===== src/rtl/mat_vec_seq.sv =====
// mat_vec_seq: runs one 4x4 matrix x 4-vector transform through a single
// shared 4-element dot-product unit, then presents the result vector on a
// valid/ready handshake. The block never does arithmetic itself, so it works
// for any number format the dot-product unit understands.
//
// Optional build macro AFFINE_FAST_EN: treat matrix row 3 as (0,0,0,1),
// issue only rows 0..2 and load result slot 3 straight from vector element 3.
//
// Ports:
//   clk_in, rst_in        clock, synchronous active-high reset
//   matrix_in             row-major matrix, m[r][c] at [WIDTH*(4r+c) +: WIDTH]
//   vec_in                vector, element c at [WIDTH*c +: WIDTH]
//   vec_valid_in/out      job handshake (vec_ready_out high only in IDLE)
//   dp_x_out, dp_y_out    current matrix row / captured vector to the unit
//   dp_in                 unit result, DP_LATENCY cycles after its inputs
//   result_out            row r result at [WIDTH*r +: WIDTH]
//   result_valid_out/ready_in  result handshake
//
// state | meaning
// IDLE  | ready for a new job
// ISSUE | one matrix row per cycle on dp_x_out
// DRAIN | dp inputs zero, waiting for the last row's result
// DONE  | result_out valid and held until result_ready_in
module mat_vec_seq #(
  parameter int WIDTH      = 32,
  parameter int DP_LATENCY = 3
) (
  input  logic                clk_in,
  input  logic                rst_in,
  input  logic [16*WIDTH-1:0] matrix_in,
  input  logic [4*WIDTH-1:0]  vec_in,
  input  logic                vec_valid_in,
  output logic                vec_ready_out,
  output logic [4*WIDTH-1:0]  dp_x_out,
  output logic [4*WIDTH-1:0]  dp_y_out,
  input  logic [WIDTH-1:0]    dp_in,
  output logic [4*WIDTH-1:0]  result_out,
  output logic                result_valid_out,
  input  logic                result_ready_in
);

`ifdef AFFINE_FAST_EN
  localparam logic [1:0] LAST_ROW = 2'd2;
`else
  localparam logic [1:0] LAST_ROW = 2'd3;
`endif

  typedef enum logic [1:0] {IDLE, ISSUE, DRAIN, DONE} state_e;

  typedef struct packed {
    logic       vld;
    logic [1:0] row;
  } tag_t;

  state_e              state_q;
  logic [16*WIDTH-1:0] mat_q;
  logic [1:0]          row_q;        // row currently on dp_x_out
  logic                issue_vld_q;  // dp_x_out/dp_y_out carry a real row
  tag_t                pipe_q [DP_LATENCY];
  logic [WIDTH-1:0]    res_q [4];
  logic                vec_ready_q;
  logic                result_valid_q;
  logic [4*WIDTH-1:0]  dp_x_q;
  logic [4*WIDTH-1:0]  dp_y_q;

  logic [1:0]          row_nxt_d;
  logic [4*WIDTH-1:0]  row_sel_d;
  tag_t                tag_out;

  assign row_nxt_d = row_q + 2'd1;
  assign row_sel_d = mat_q[4*WIDTH*row_nxt_d +: 4*WIDTH];
  // Tag leaving the pipe describes the inputs that produced the current dp_in.
  assign tag_out   = pipe_q[DP_LATENCY-1];

  always_ff @(posedge clk_in) begin
    if (rst_in) begin
      state_q        <= IDLE;
      mat_q          <= '0;
      row_q          <= '0;
      issue_vld_q    <= 1'b0;
      vec_ready_q    <= 1'b1;
      result_valid_q <= 1'b0;
      dp_x_q         <= '0;
      dp_y_q         <= '0;
      for (int i = 0; i < DP_LATENCY; i++) pipe_q[i] <= '0;
      for (int i = 0; i < 4; i++) res_q[i] <= '0;
    end else begin
      // Tag pipe runs in every state so late rows land even after ISSUE ends.
      pipe_q[0] <= '{vld: issue_vld_q, row: row_q};
      for (int i = 1; i < DP_LATENCY; i++) pipe_q[i] <= pipe_q[i-1];
      if (tag_out.vld) res_q[tag_out.row] <= dp_in;

      case (state_q)
        IDLE: begin
          if (vec_valid_in) begin
            mat_q       <= matrix_in;
            dp_x_q      <= matrix_in[0 +: 4*WIDTH];
            dp_y_q      <= vec_in;
            row_q       <= 2'd0;
            issue_vld_q <= 1'b1;
            vec_ready_q <= 1'b0;
            state_q     <= ISSUE;
`ifdef AFFINE_FAST_EN
            res_q[3]    <= vec_in[3*WIDTH +: WIDTH];
`endif
          end
        end
        ISSUE: begin
          if (row_q == LAST_ROW) begin
            dp_x_q      <= '0;
            dp_y_q      <= '0;
            issue_vld_q <= 1'b0;
            state_q     <= DRAIN;
          end else begin
            row_q  <= row_nxt_d;
            dp_x_q <= row_sel_d;
          end
        end
        DRAIN: begin
          if (tag_out.vld && (tag_out.row == LAST_ROW)) begin
            result_valid_q <= 1'b1;
            state_q        <= DONE;
          end
        end
        DONE: begin
          if (result_ready_in) begin
            result_valid_q <= 1'b0;
            vec_ready_q    <= 1'b1;
            state_q        <= IDLE;
          end
        end
        default: state_q <= IDLE;
      endcase
    end
  end

  assign vec_ready_out    = vec_ready_q;
  assign result_valid_out = result_valid_q;
  assign dp_x_out         = dp_x_q;
  assign dp_y_out         = dp_y_q;
  assign result_out       = {res_q[3], res_q[2], res_q[1], res_q[0]};

endmodule


===== config.mk =====
export PLATFORM = sky130hd
export DESIGN_NAME = mat_vec_seq
export DESIGN_NICKNAME = d
export VERILOG_FILES = /design/src/rtl/mat_vec_seq.sv
export SDC_FILE = /design/constraint.sdc
export NUM_CORES = 2
export LEC_CHECK = 0
export ABC_CLOCK_PERIOD_IN_PS = 3900
export BUFFER_PORTS_ARGS = -buffer_cell sky130_fd_sc_hd__buf_2
export CORE_AREA = 8 8 408 410
export CTS_CLUSTER_DIAMETER = 30
export CTS_CLUSTER_SIZE = 20
export DETAILED_ROUTE_END_ITERATION = 6
export DIE_AREA = 0 0 416 418
export SYNTH_ARGS = -nofsm -noshare
export SYNTH_HDL_FRONTEND = slang
export SYNTH_SLANG_ARGS = --single-unit

===== constraint.sdc =====
create_clock -name clk_in -period 3.9 [get_ports clk_in]
set_clock_uncertainty 0.2 [all_clocks]
set_input_delay 0.585 -clock clk_in [delete_from_list [all_inputs] [get_ports clk_in]]
set_output_delay 0.585 -clock clk_in [all_outputs]
set_load 0.1 [all_outputs]

# == Yosys cells after proc, flatten, opt, wreduce, memory -nomap -nowiden ==
# Memories as Yosys holds them, arrays and structs flattened.
# Index checks and enable logic that the tools add are counted.
# op_classes
add_sub_neg,1
eq_ne,10
n_shift,1
n_mux,35
bitwise,3
reduce_logical,13
# ops
op,n
$mux W128,4
$pmux W128 S2,2
$shiftx A512 B10 Y128,1
$mux W32,1
$reduce_or A32 Y1,1
$mux W2,7
$mux W1,13
$reduce_and A3 Y1,4
$ne A2 B2 Y1 const B,5
$mux W3,3
$eq A2 B2 Y1 const B,4
$pmux W2 S4,1
$pmux W1 S2,3
$reduce_bool A2 Y1,3
$pmux W2 S2,1
$reduce_and A2 Y1,2
$reduce_and A4 Y1,1
$or A1 B1 Y1,3
$add A2 B1 Y2 const B,1
$eq A2 B1 Y1 const B,1
$logic_not A2 Y1,1
$logic_and A1 B1 Y1,1
# totals
regBits,775
ram_bits,137
out_inout_bits,386
word_cells,73
memories,2
# memory_table
name,depth,width,rd,rd_clocked_by_memory_dff,wr,line,rtl
res_q,4,32,4,0,4,60,logic [WIDTH-1:0] res_q [4];
pipe_q,3,3,3,0,3,59,tag_t pipe_q [DP_LATENCY];

# == Longest topological paths before layout ==
# depth
depth_word,5
depth_mapped,9

# == Worst setup path after synthesis ==
# No wires, ideal clock.
# synth_path
kind,input port to flip-flop
from,in rst_in
to,mem res_q[3][0] (enable)
arrival_time_ps,1926
setup_slack_ps,1295
cell_stages,5
cell_sequence,buf_2 -> inv_2 -> clkbuf_1 -> clkbuf_1 -> nand2_1
# synth_lines
element,line,rtl
start: declaration,29,"input logic rst_in,"
end: declaration,60,

# == Final worst setup path ==
# layout_path
from,reg state_q[0]
to,reg mat_q[501]
# layout_via
elab_chain_cells,2
# layout_lines
element,line,rtl
start: declaration,55,state_e state_q;
start signal: assignment,77,state_q <= IDLE;
start signal: assignment,102,state_q <= ISSUE;
start signal: assignment,113,state_q <= DRAIN;
$logic_not A2 Y1,93,case (state_q)
$reduce_and A2 Y1 (no source line),--,
end signal: assignment,96,mat_q <= matrix_in;
end: declaration,56,logic [16*WIDTH-1:0] mat_q;
# No other way between the ends.
# A chain may end at the register's enable or synchronous reset.

==> flow_summary_export.csv <==
group,metric,value,unit
power,peakVddDrop,0.5533,mV
logic_synthesis,synth-seq-cells,912,
sta,slew_headroom,15.90,%
layout,drive_gt1_share,26.21,%
global_route,antenna_found_initial,57,
sta,post-route-period-util,79.83,%
clock_tree,tritoncts,"done",
worst_setup_path,cp.required,4400,ps
power,leakage,24.42,nW
floorplan,die_area,173900,um^2
worst_setup_path,critPathArrivalTime,3610,ps
worst_setup_path,r2r_start,"state_q[0]",
worst_setup_path,cp_common_cell,"buf_4",
logic_synthesis,avgSynthCellArea,9.123,um^2
global_route,grt_pass1_wl,257400,um
clock_tree,clk_latency,830,ps
sta,max_freq,321.2,MHz
worst_setup_path,crit_fanout,96,
logic_synthesis,synth_top_area_share,42.93,%
global_route,top_usage_layer,"met2",
logic_synthesis,synth_area_leaders,"dfxtp_1 (43%), nand2_1 (12%), edfxtp_1 (11%)",
worst_setup_path,crit_path_start_kind,"register",
placement,gp_congestion,0.9496,
sta,final_max_slew_viol_count,0,
routing,first_pass_iters,6,
power,pwr-share-seq,25.2,%
placement,dp_hpwl,121700,um
clock_tree,cts.sinks,912,
power,power_frac_clock,39.2,%
logic_synthesis,synth_nets,4689,
layout,seq_area,19540,um^2
clock_tree,cts-root-buf,"clkbuf_16",
logic_synthesis,synthDistinctLibCells,40,
layout,layout_commonest_cell,"nand2_1",
floorplan,io_pins,1062,
logic_synthesis,ys.flop_type,"dfxtp_1",
layout,area_delta_synth_final,61.31,%
power,total_power,50.08,mW
global_route,use_met1,23.77,%
routing,viasPerCell,4.753,
worst_setup_path,ff2ff_setup_slack,790,ps
job,maxCapViolCount,0,
worst_hold_path,hold_class,"in -> reg",
worst_setup_path,critPathMaxStageDelay,870,ps
global_route,use_met3,5.494,%
worst_hold_path,whs_endpoint,"mat_q[338]",
floorplan,coreArea,159600,um^2
worst_setup_path,cpMaxStageDelayCell,"buf_4",
clock_tree,post-cts-setup-buffer-count,0,
worst_setup_path,endpoint_kind,"register",
logic_synthesis,synth.yosys.seq_area_share,53.44,%
floorplan,rows,147,
floorplan,die_h,418,um
routing,wl,180000,um
sta,tns,0,ps
logic_synthesis,synth_top_cell_by_area,"dfxtp_1",
worst_setup_path,crit_chain,"inv_1 > ha_4 > nand2_8 > buf_4 > buf_4 > nand2_1 > a21oi_1",
routing,drtIter0Drc,3507,
power,p_switching,20.67,mW
routing,post_drt_wl_per_cell,22.40,um
layout,nFillCells,15520,
sta,setup_viol,0,
sta,worstMarginPinSlew,1261,ps
clock_tree,cts_buffer_depth,3,
layout,multi_input_area,15570,um^2
floorplan,die-width,416,um
logic_synthesis,synthesis.area,36560,um^2
logic_synthesis,synth_edf_count,128,
power,combinationalPowerShare,35.6,%
logic_synthesis,ys_warn_count,0,
worst_hold_path,hold_depth,4,
worst_setup_path,crit_type,"reg -> reg",
run_status,outcome,"completed",
power,p_sw_share,41.27,%
power,power_density,849.1,nW/um^2
routing,vias,38180,
global_route,use_met2,30.71,%
sta,rsz0062_at_grt,"no",
global_route,grt.overflow.total,0,
global_route,grt_pass1_vias,38000,
global_route,track_usage,19.42,%
worst_hold_path,min_from,"vec_valid_in",
logic_synthesis,ys_async_sr_fraction,0,%
placement,portBuffers,1061,
routing,drtAntennaViolNets,0,
clock_tree,h-tree-depth,4,
layout,final_core_util,36.95,%
worst_setup_path,r2r_cells,7,
clock_tree,cts_buffers,225,
layout,most-common-layout-cells,"nand2_1 (1158), buf_2 (1060), dfxtp_1 (784), dlygate4sd3_1 (689), a21oi_1 (645)",
floorplan,start_util,22.90,%
global_route,grt_max_degree,218,
clock_tree,clkSlewWorstSetupHoldPaths,40,ps
sta,finalCriticalPeriod,3114,ps
clock_tree,cts_resized,0,
power,intPower,29.42,mW
routing,drc,0,
sta,final-hold-violation-count,0,
worst_setup_path,reg2reg_to,"mat_q[501]",
logic_synthesis,synthCells,4008,
layout,finalNetCount,6381,
==> cell type report <==
| class | count | share of cell area [%] |
|---|---|---|
| diodes | 48 | 0.2036 |
| clock buffers | 285 | 10.39 |
| clock inverters | 141 | 3.441 |
| inverters | 8 | 0.05940 |
| multi-input cells | 2747 | 26.40 |
| flip-flops and latches | 912 | 33.13 |
| well taps | 2086 | 4.425 |
| repair buffers | 1806 | 21.96 |
==> worst max-delay path: cells and delay by family, from the launching register on <==
| kind | cells | cell delay, ps |
|---|---|---|
| adder cells (fa/ha/maj) | 1 | 280 |
| AND/OR/NAND/NOR | 2 | 270 |
| flip-flops | 1 | 400 |
| AO/OA/AOI/OAI | 1 | 190 |
| buffers and inverters | 3 | 1530 |
==> cell families (layout without fill, tap and decap cells) <==
group                      after synthesis  after routing  share of synthesized area, %
AOI/OAI and AO/OA                     1040           1040                         17.84
adders and majority gates                5              5                        0.1711
buffers and inverters                  349           2240                         4.267
DFF                                    912            912                         53.44
muxes                                  258            258                         7.515
other                                    0             48                             0
and+or+nand+nor                       1444           1444                         16.77
==> stage by stage <==
stage / instances / hold WS, ps / area, um^2 / setup WS [ps]
6_report: 8033 / 150.7 / 58980 / 786.5
5_1_grt: 8015 / 120.6 / 58940 / 578.2
4_1_cts: 7985 / 71.51 / 58860 / 796.3
3_5_place_dp: 6870 / 220.4 / 43810 / 785.1
3_3_place_gp: 6870 / 221.1 / 43810 / 883.4
2_1_floorplan: 4008 / 213.8 / 36560 / 1295
==> synth_stat cells (all sizes together) (2+ instances only) <==
cell and n:
a21oi 646, mux2i 129, or2 2, o21ai 129, o221a 128, nand2b 3
buf 138, o32ai 2, a22o 128, clkbuf 203, nor3 3, nor2b 139
nand2 1160, inv 8, mux2 129, nor2 3, ha 5, and2 130
edfxtp 128, dfxtp 784
==> repair_timing <==
| action | CTS | global route |
|---|---|---|
| hold buffers | 689 | 0 |
| setup endpoints to repair | 0 | 0 |
| hold endpoints to repair | 851 | 0 |
==> metal layers <==
metal  vias up  wire (um)  part of all wire (%)
met1     18270      71610                    40
met4        14      10970                   6.1
met2      2046      82450                    46
li1      17260          -                     -
met3       592      14850                   8.2
met5         -        101                 0.056
==> sequential cells by signal, summed over array words and instances (netlist names) <==
signal and flops:
dp_x_out 128, dp_y_out 128, issue_vld_q 1, mat_q 512
pipe_q 9, res_q 128, result_valid_out 1, row_q 2
state_q 2, vec_ready_out 1
==> how the worst max path moves through the flow <==
stage / from / endpoint / depth (start not counted)
4_1_cts: state_q[0] / mat_q[369] / 7
3_5_place_dp: state_q[0] / mat_q[369] / 7
3_3_place_gp: state_q[0] / mat_q[236] / 7
5_1_grt: state_q[0] / mat_q[369] / 7
2_1_floorplan: rst_in / res_q[3][0] / 5
6_report: state_q[0] / mat_q[501] / 7
==> power groups by stage <==
stage | Sequential, mW | Combinational, mW | Clock (mW)
5_1_grt | 12.8 | 18.7 | 20.4
3_5_place_dp | 12.7 | 17.2 | 0
6_report | 12.6 | 17.8 | 19.6
3_3_place_gp | 12.7 | 17.1 | 0
4_1_cts | 12.6 | 17.9 | 19.9
2_1_floorplan | 18.8 | 6.49 | 0
Power figures use the tool's default switching activity.
